## src/rtl/serial_ck_rx.sv

```systemverilog
`default_nettype none
// ============================================================================
// Module   : serial_ck_rx
// Purpose  : Receive side of a serial clock/data link. Detects leading and
//            trailing edges of sck relative to an idle level, shifts sdat in
//            MSB first on every leading edge, and presents each completed
//            frame of ncyc bits as a right-justified 32-bit word through a
//            one-entry valid/ready holding register. Stalled frames abort
//            after a programmable number of clk cycles without any sck edge.
// Ports    : clk, rst_n (async, active low)
//            y0          - idle level of sck, latched at frame start
//            ncyc[7:0]   - bits per frame (0 behaves as 1), latched at start
//            timeout[31:0] - idle clk cycles before abort, 0 = never
//            sck, sdat   - serial clock / data inputs
//            dout_ready  - consumer accepts dout
//            dout[31:0], dout_valid - received word and its valid flag
//            frame_err   - one-cycle pulse on timeout abort
//            overrun     - one-cycle pulse when a completed word is dropped
//            busy        - frame in progress (SHIFT state)
// Config   : define SERIAL_CK_RX_SYNC_EN to pass sck/sdat through 2-flop
//            synchronizers (asynchronous sources, +2 cycles latency).
// Revision : 1.0 - initial release
// ============================================================================
module serial_ck_rx #(
    parameter logic        P_Y_INIT    = 1'b0,
    parameter logic [31:0] P_DOUT_INIT = 32'h0
) (
    input  logic        clk,
    input  logic        rst_n,
    input  logic        y0,
    input  logic [7:0]  ncyc,
    input  logic [31:0] timeout,
    input  logic        sck,
    input  logic        sdat,
    input  logic        dout_ready,
    output logic [31:0] dout,
    output logic        dout_valid,
    output logic        frame_err,
    output logic        overrun,
    output logic        busy
);

    localparam logic [31:0] C_TIMER_MAX = 32'hFFFF_FFFF;

    typedef enum logic [0:0] {
        S_IDLE  = 1'b0,
        S_SHIFT = 1'b1
    } state_t;

    // ------------------------------------------------------------------
    // Input stage
    // ------------------------------------------------------------------
    logic w_sck_q;
    logic w_sdat_q;
    logic r_sck_d;

`ifdef SERIAL_CK_RX_SYNC_EN
    logic [1:0] r_sck_sync;
    logic [1:0] r_sdat_sync;

    always_ff @(posedge clk or negedge rst_n) begin
        if (!rst_n) begin
            r_sck_sync  <= {2{P_Y_INIT}};
            r_sdat_sync <= 2'b00;
        end else begin
            r_sck_sync  <= {r_sck_sync[0], sck};
            r_sdat_sync <= {r_sdat_sync[0], sdat};
        end
    end

    assign w_sck_q  = r_sck_sync[1];
    assign w_sdat_q = r_sdat_sync[1];
`else
    // Source is synchronous to clk: use the pins directly.
    assign w_sck_q  = sck;
    assign w_sdat_q = sdat;
`endif

    always_ff @(posedge clk or negedge rst_n) begin
        if (!rst_n) begin
            r_sck_d <= P_Y_INIT;
        end else begin
            r_sck_d <= w_sck_q;
        end
    end

    // ------------------------------------------------------------------
    // State and datapath registers
    // ------------------------------------------------------------------
    state_t      r_state;
    logic        r_y_lat;
    logic [7:0]  r_n_lat;
    logic [31:0] r_shreg;
    logic [7:0]  r_bit_cnt;
    logic [31:0] r_timer;
    logic [31:0] r_dout;
    logic        r_dout_valid;
    logic        r_frame_err;
    logic        r_overrun;

    state_t      w_state_nxt;
    logic        w_y_lat_nxt;
    logic [7:0]  w_n_lat_nxt;
    logic [31:0] w_shreg_nxt;
    logic [7:0]  w_bit_cnt_nxt;
    logic [31:0] w_timer_nxt;
    logic [31:0] w_dout_nxt;
    logic        w_dout_valid_nxt;
    logic        w_frame_err_nxt;
    logic        w_overrun_nxt;

    logic        w_y_ref;
    logic        w_lead;
    logic        w_trail;
    logic [31:0] w_timer_inc;
    logic [7:0]  w_bit_cnt_inc;
    logic        w_complete;
    logic        w_load;

    // In IDLE the start edge is judged against the live idle level; once a
    // frame is running the latched level is used so y0 changes are ignored.
    assign w_y_ref = (r_state == S_IDLE) ? y0 : r_y_lat;
    assign w_lead  = (w_sck_q == ~w_y_ref) && (r_sck_d == w_y_ref);
    assign w_trail = (w_sck_q == w_y_ref) && (r_sck_d == ~w_y_ref);

    assign w_timer_inc   = (r_timer == C_TIMER_MAX) ? r_timer : r_timer + 32'd1;
    assign w_bit_cnt_inc = r_bit_cnt + 8'd1;

    // ------------------------------------------------------------------
    // Next-state / datapath logic
    // ------------------------------------------------------------------
    always_comb begin
        w_state_nxt     = r_state;
        w_y_lat_nxt     = r_y_lat;
        w_n_lat_nxt     = r_n_lat;
        w_shreg_nxt     = r_shreg;
        w_bit_cnt_nxt   = r_bit_cnt;
        w_timer_nxt     = r_timer;
        w_frame_err_nxt = 1'b0;
        w_complete      = 1'b0;

        case (r_state)
            S_IDLE: begin
                w_y_lat_nxt = y0;
                if (w_lead) begin
                    w_n_lat_nxt   = (ncyc == 8'd0) ? 8'd1 : ncyc;
                    w_shreg_nxt   = {31'b0, w_sdat_q};
                    w_bit_cnt_nxt = 8'd1;
                    w_timer_nxt   = 32'd0;
                    // Single-bit frames complete on the start edge itself.
                    if (ncyc <= 8'd1) begin
                        w_complete = 1'b1;
                    end else begin
                        w_state_nxt = S_SHIFT;
                    end
                end
            end

            S_SHIFT: begin
                if (w_lead) begin
                    w_shreg_nxt   = {r_shreg[30:0], w_sdat_q};
                    w_bit_cnt_nxt = w_bit_cnt_inc;
                    w_timer_nxt   = 32'd0;
                    if (w_bit_cnt_inc == r_n_lat) begin
                        w_complete  = 1'b1;
                        w_state_nxt = S_IDLE;
                    end
                end else if (w_trail) begin
                    w_timer_nxt = 32'd0;
                end else begin
                    w_timer_nxt = w_timer_inc;
                    // Abort on the clk edge where the idle count reaches
                    // the programmed limit; the partial word is discarded.
                    if ((timeout != 32'd0) && (w_timer_inc == timeout)) begin
                        w_state_nxt     = S_IDLE;
                        w_frame_err_nxt = 1'b1;
                        w_bit_cnt_nxt   = 8'd0;
                        w_timer_nxt     = 32'd0;
                    end
                end
            end

            default: begin
                w_state_nxt = S_IDLE;
            end
        endcase
    end

    // ------------------------------------------------------------------
    // Holding register: a completion is accepted when the slot is empty or
    // is being emptied in the same cycle; otherwise the new word is lost.
    // ------------------------------------------------------------------
    always_comb begin
        w_load           = w_complete && (!r_dout_valid || dout_ready);
        w_overrun_nxt    = w_complete && !w_load;
        w_dout_nxt       = r_dout;
        w_dout_valid_nxt = r_dout_valid;
        if (w_load) begin
            w_dout_nxt       = w_shreg_nxt;
            w_dout_valid_nxt = 1'b1;
        end else if (r_dout_valid && dout_ready) begin
            w_dout_valid_nxt = 1'b0;
        end
    end

    always_ff @(posedge clk or negedge rst_n) begin
        if (!rst_n) begin
            r_state      <= S_IDLE;
            r_y_lat      <= P_Y_INIT;
            r_n_lat      <= 8'd1;
            r_shreg      <= 32'd0;
            r_bit_cnt    <= 8'd0;
            r_timer      <= 32'd0;
            r_dout       <= P_DOUT_INIT;
            r_dout_valid <= 1'b0;
            r_frame_err  <= 1'b0;
            r_overrun    <= 1'b0;
        end else begin
            r_state      <= w_state_nxt;
            r_y_lat      <= w_y_lat_nxt;
            r_n_lat      <= w_n_lat_nxt;
            r_shreg      <= w_shreg_nxt;
            r_bit_cnt    <= w_bit_cnt_nxt;
            r_timer      <= w_timer_nxt;
            r_dout       <= w_dout_nxt;
            r_dout_valid <= w_dout_valid_nxt;
            r_frame_err  <= w_frame_err_nxt;
            r_overrun    <= w_overrun_nxt;
        end
    end

    assign dout       = r_dout;
    assign dout_valid = r_dout_valid;
    assign frame_err  = r_frame_err;
    assign overrun    = r_overrun;
    assign busy       = (r_state == S_SHIFT);

endmodule
`default_nettype wire

```

## config.mk

```make
export PLATFORM = sky130hd
export DESIGN_NAME = serial_ck_rx
export DESIGN_NICKNAME = d
export VERILOG_FILES = /design/src/rtl/serial_ck_rx.sv
export SDC_FILE = /design/constraint.sdc
export NUM_CORES = 1
export LEC_CHECK = 0
export ABC_AREA = 1
export CAP_MARGIN = 40
export CORE_MARGIN = 1
export CORE_UTILIZATION = 25
export DETAILED_ROUTE_END_ITERATION = 16
export PLACE_DENSITY_LB_ADDON = 0.15
export SLEW_MARGIN = 10
export SYNTH_ARGS = -nofsm -noshare
export SYNTH_HDL_FRONTEND = slang
export SYNTH_SLANG_ARGS = --single-unit
```

## constraint.sdc

```tcl
create_clock -name clk -period 3 [get_ports clk]
set_input_delay 0.45 -clock clk [delete_from_list [all_inputs] [get_ports clk]]
set_output_delay 0.45 -clock clk [all_outputs]
set_load 0.01 [all_outputs]
```

==> results.json <==
{
  "outcome": "completed",
  "grt_pass1_wl_um": 34400,
  "synthToLayoutAreaGrowth_pct": 30.3,
  "cts_tree": "done",
  "powerDensity_mw_per_mm2": 785,
  "place_hpwl_um": 15900,
  "final.setup.tns_ps": 0,
  "rows": 58,
  "fin_ws_ps": 276,
  "power.total_w": 0.00670,
  "worstMarginPinSlew_ps": 550,
  "dr.first_iter.drc_count": 551,
  "maxSlewViolCount": 0,
  "ys_seq_area_share_pct": 45.1,
  "grt_overflow": 0,
  "maxCapViolations": 0,
  "swShare_pct": 38.1,
  "syn_avg_cell_area_um2": 7.11,
  "core_area_mm2": 0.0255,
  "die_area_mm2": 0.0269,
  "via_count": 6224,
  "cts_max_level": 4,
  "peakVddDrop_mv": 0.346,
  "p_leak_nw": 4.15,
  "fin_crit_ps": 2720,
  "multi_input_area_mm2": 0.00308,
  "yosysUniqueCellTypes": 34,
  "syn_area_mm2": 0.00655,
  "cp_max_fo": 30,
  "placed_area_mm2": 0.00790,
  "fin_nets": 1074,
  "fin_skew_ps": 15.8,
  "die_h_um": 164,
  "register_area_mm2": 0.00296,
  "power_frac_comb_pct": 34.5,
  "clock_sinks": 118,
  "drc": 0,
  "power_switching_w": 0.00255,
  "cts_root_buf": "clkbuf_16",
  "clockBufferDepth": 2,
  "p_clk_share_pct": 30.3,
  "crit_path_end_kind": "flop",
  "gp_congestion": 0.974,
  "grt_max_degree": 66,
  "ys_warn_count": 0,
  "design_area_mm2": 0.00854,
  "wirelength_um": 21700,
  "synth-seq-cells": 118,
  "die_w_um": 164,
  "routedWlPerCell_um": 15.8,
  "post-place-ws_ps": 162,
  "first_pass_iters": 5,
  "critical_path_class": "flop to flop",
  "post-route-period-util_pct": 90.8,
  "setup_viol": 0,
  "critPathLaunchType": "flop",
  "cp.required_ps": 3310,
  "start_util_pct": 25.7,
  "track_usage_pct": 16.9,
  "drive_gt1_share_pct": 9.05,
  "antenna_found_initial": 0,
  "viasPerCell": 4.55,
  "relSlewSlack_pct": 63.0,
  "io_pins": 82,
  "internal_power_w": 0.00415,
  "cp_data_arrival_time_ps": 3040,
  "fillers": 2739,
  "diodes": 0,
  "clkTransAtPathRegs_ps": 70,
  "hold_viol": 0,
  "syn_inst": 922,
  "clock_latency_ps": 430,
  "grt_pass1_vias": 6155,
  "hold_slack_ps": 473,
  "synth_nets": 970,
  "ant_nets": 0,
  "fmax_mhz": 367,
  "min_path_type": "flop to flop",
  "cts-buffers-inserted": 17,
  "portBuffers": 81,
  "seq_power_share_pct": 35.2
}
==> cell type report <==
| type | instances | area share [%] |
|---|---|---|
| Timing Repair Buffer | 113 | 12.7 |
| Multi-Input combinational cell | 663 | 36.1 |
| Inverter | 113 | 4.97 |
| Tap cell | 330 | 4.84 |
| Clock buffer | 17 | 4.98 |
| Clock inverter | 15 | 1.77 |
| Sequential cell | 118 | 34.6 |
==> Yosys cell counts <==
library cell / instances / share of area (%)
a211oi_1: 1 / 0.11
a21o_1: 1 / 0.11
a21oi_1: 6 / 0.46
and3_1: 1 / 0.096
buf_1: 2 / 0.11
buf_2: 7 / 0.53
buf_6: 4 / 0.69
clkbuf_1: 15 / 0.86
clkinv_1: 1 / 0.057
dfrtp_1: 117 / 45
dfstp_2: 1 / 0.40
ha_1: 2 / 0.38
inv_1: 106 / 6.1
inv_2: 6 / 0.34
nand2_1: 347 / 20
nand2_2: 6 / 0.57
nand2_4: 1 / 0.17
nand3_1: 103 / 7.9
nand3_2: 1 / 0.15
nand3b_1: 5 / 0.57
nand4_1: 11 / 1.1
nor2_1: 72 / 4.1
nor2_2: 5 / 0.48
nor2_8: 1 / 0.31
nor3_1: 4 / 0.31
nor4_1: 5 / 0.48
o211ai_1: 1 / 0.11
o21ai_0: 12 / 0.92
o21ai_1: 16 / 1.2
o21bai_1: 3 / 0.34
o22ai_1: 34 / 3.2
or2_1: 1 / 0.096
xnor2_1: 9 / 1.2
xor2_1: 15 / 2.0
==> cell usage in the layout (no fill, tap or decap), types with 5 or more instances in the layout <==
cell type          n
inv_1            106
inv_2              6
xnor2_1            9
inv_8              6
nor2_2             7
a21oi_1            6
nand3_1          102
nand2_1          346
inv_6              5
nand3b_1           5
nand2_2            7
o21ai_1           16
buf_4             29
clkdlybuf4s50_1   80
nor2_1            66
clkbuf_16         17
nand4_1           11
nor4_1             5
dfrtp_1          116
o21ai_0           12
xor2_1            15
o22ai_1           34
==> power by group through the flow <==
stage | registers (W) | clock network [W] | logic, W
floorplan | 0.00242 | 0 | 0.00121
global placement | 0.00239 | 0 | 0.00233
detailed placement | 0.00238 | 0 | 0.00233
CTS | 0.00236 | 0.00209 | 0.00234
global route | 0.00242 | 0.00216 | 0.00258
finish | 0.00236 | 0.00203 | 0.00231
==> cell families after synthesis <==
family	count (synthesis)	share of synthesized area, %
AND/OR/NAND/NOR	563	36.1
buffers and inverters	141	8.67
flip-flops	118	45.1
AO/OA/AOI/OAI	74	6.53
XOR/XNOR	24	3.21
adder cells (fa/ha/maj)	2	0.382
==> through the flow <==
stage               cells  utilization, %
finish               1369            33.5
global placement     1336            31.0
global route         1369            33.5
detailed placement   1336            31.0
floorplan             922               -
CTS                  1369            33.3
==> sequential cells by signal, summed over array words and instances (netlist names) <==
name / cells
dout: 32
r_n_lat: 8
r_y_lat: 1
dout_valid: 1
busy: 1
r_shreg: 32
frame_err: 1
r_sck_d: 1
overrun: 1
r_bit_cnt: 8
r_timer: 32
==> critical path, stage by stage (launching register included) <==
cell,delay [ps]
dfrtp_1,410
ha_1,260
nand3_4,130
inv_2,60
nand2_4,100
nor2_8,50
nand2_2,90
buf_12,190
nand2_1,110
nand2_1,90
nand2_1,60
nand3b_1,150
nor2_1,160
nand2_1,110
nor2_4,150
nand3_2,110
nand2_1,110
nand2_2,120
nand2_1,100
nand2_1,50
==> layer usage <==
layer	part of all wire, %	GRT usage, %
met3	5.5	3.54
met5	0	0
met1	50	24.5
met4	1.9	5.30
met2	43	25.0
==> worst paths after layout <==
| kind | endpoint | slack, ps | start | cells after the start |
|---|---|---|---|---|
| max | r_bit_cnt[7] | 280 | r_timer[0] | 19 |
| min | dout[4] | 470 | dout[4] | 2 |
| max reg2reg | r_bit_cnt[7] | 280 | r_timer[0] | 19 |
| min reg2reg | dout[4] | 470 | dout[4] | 2 |
| max in group asynchronous | r_n_lat[0] | 1710 | rst_n | 3 |
| min in group asynchronous | r_timer[4] | 520 | rst_n | 2 |
==> repair_timing <==
action,CTS,global route
hold buffers,1,0
setup buffers,0,0
gates resized for setup,0,14
endpoints found under the hold margin,28,0
endpoints found under the setup margin,0,32
(Power assumes the default switching activity.)
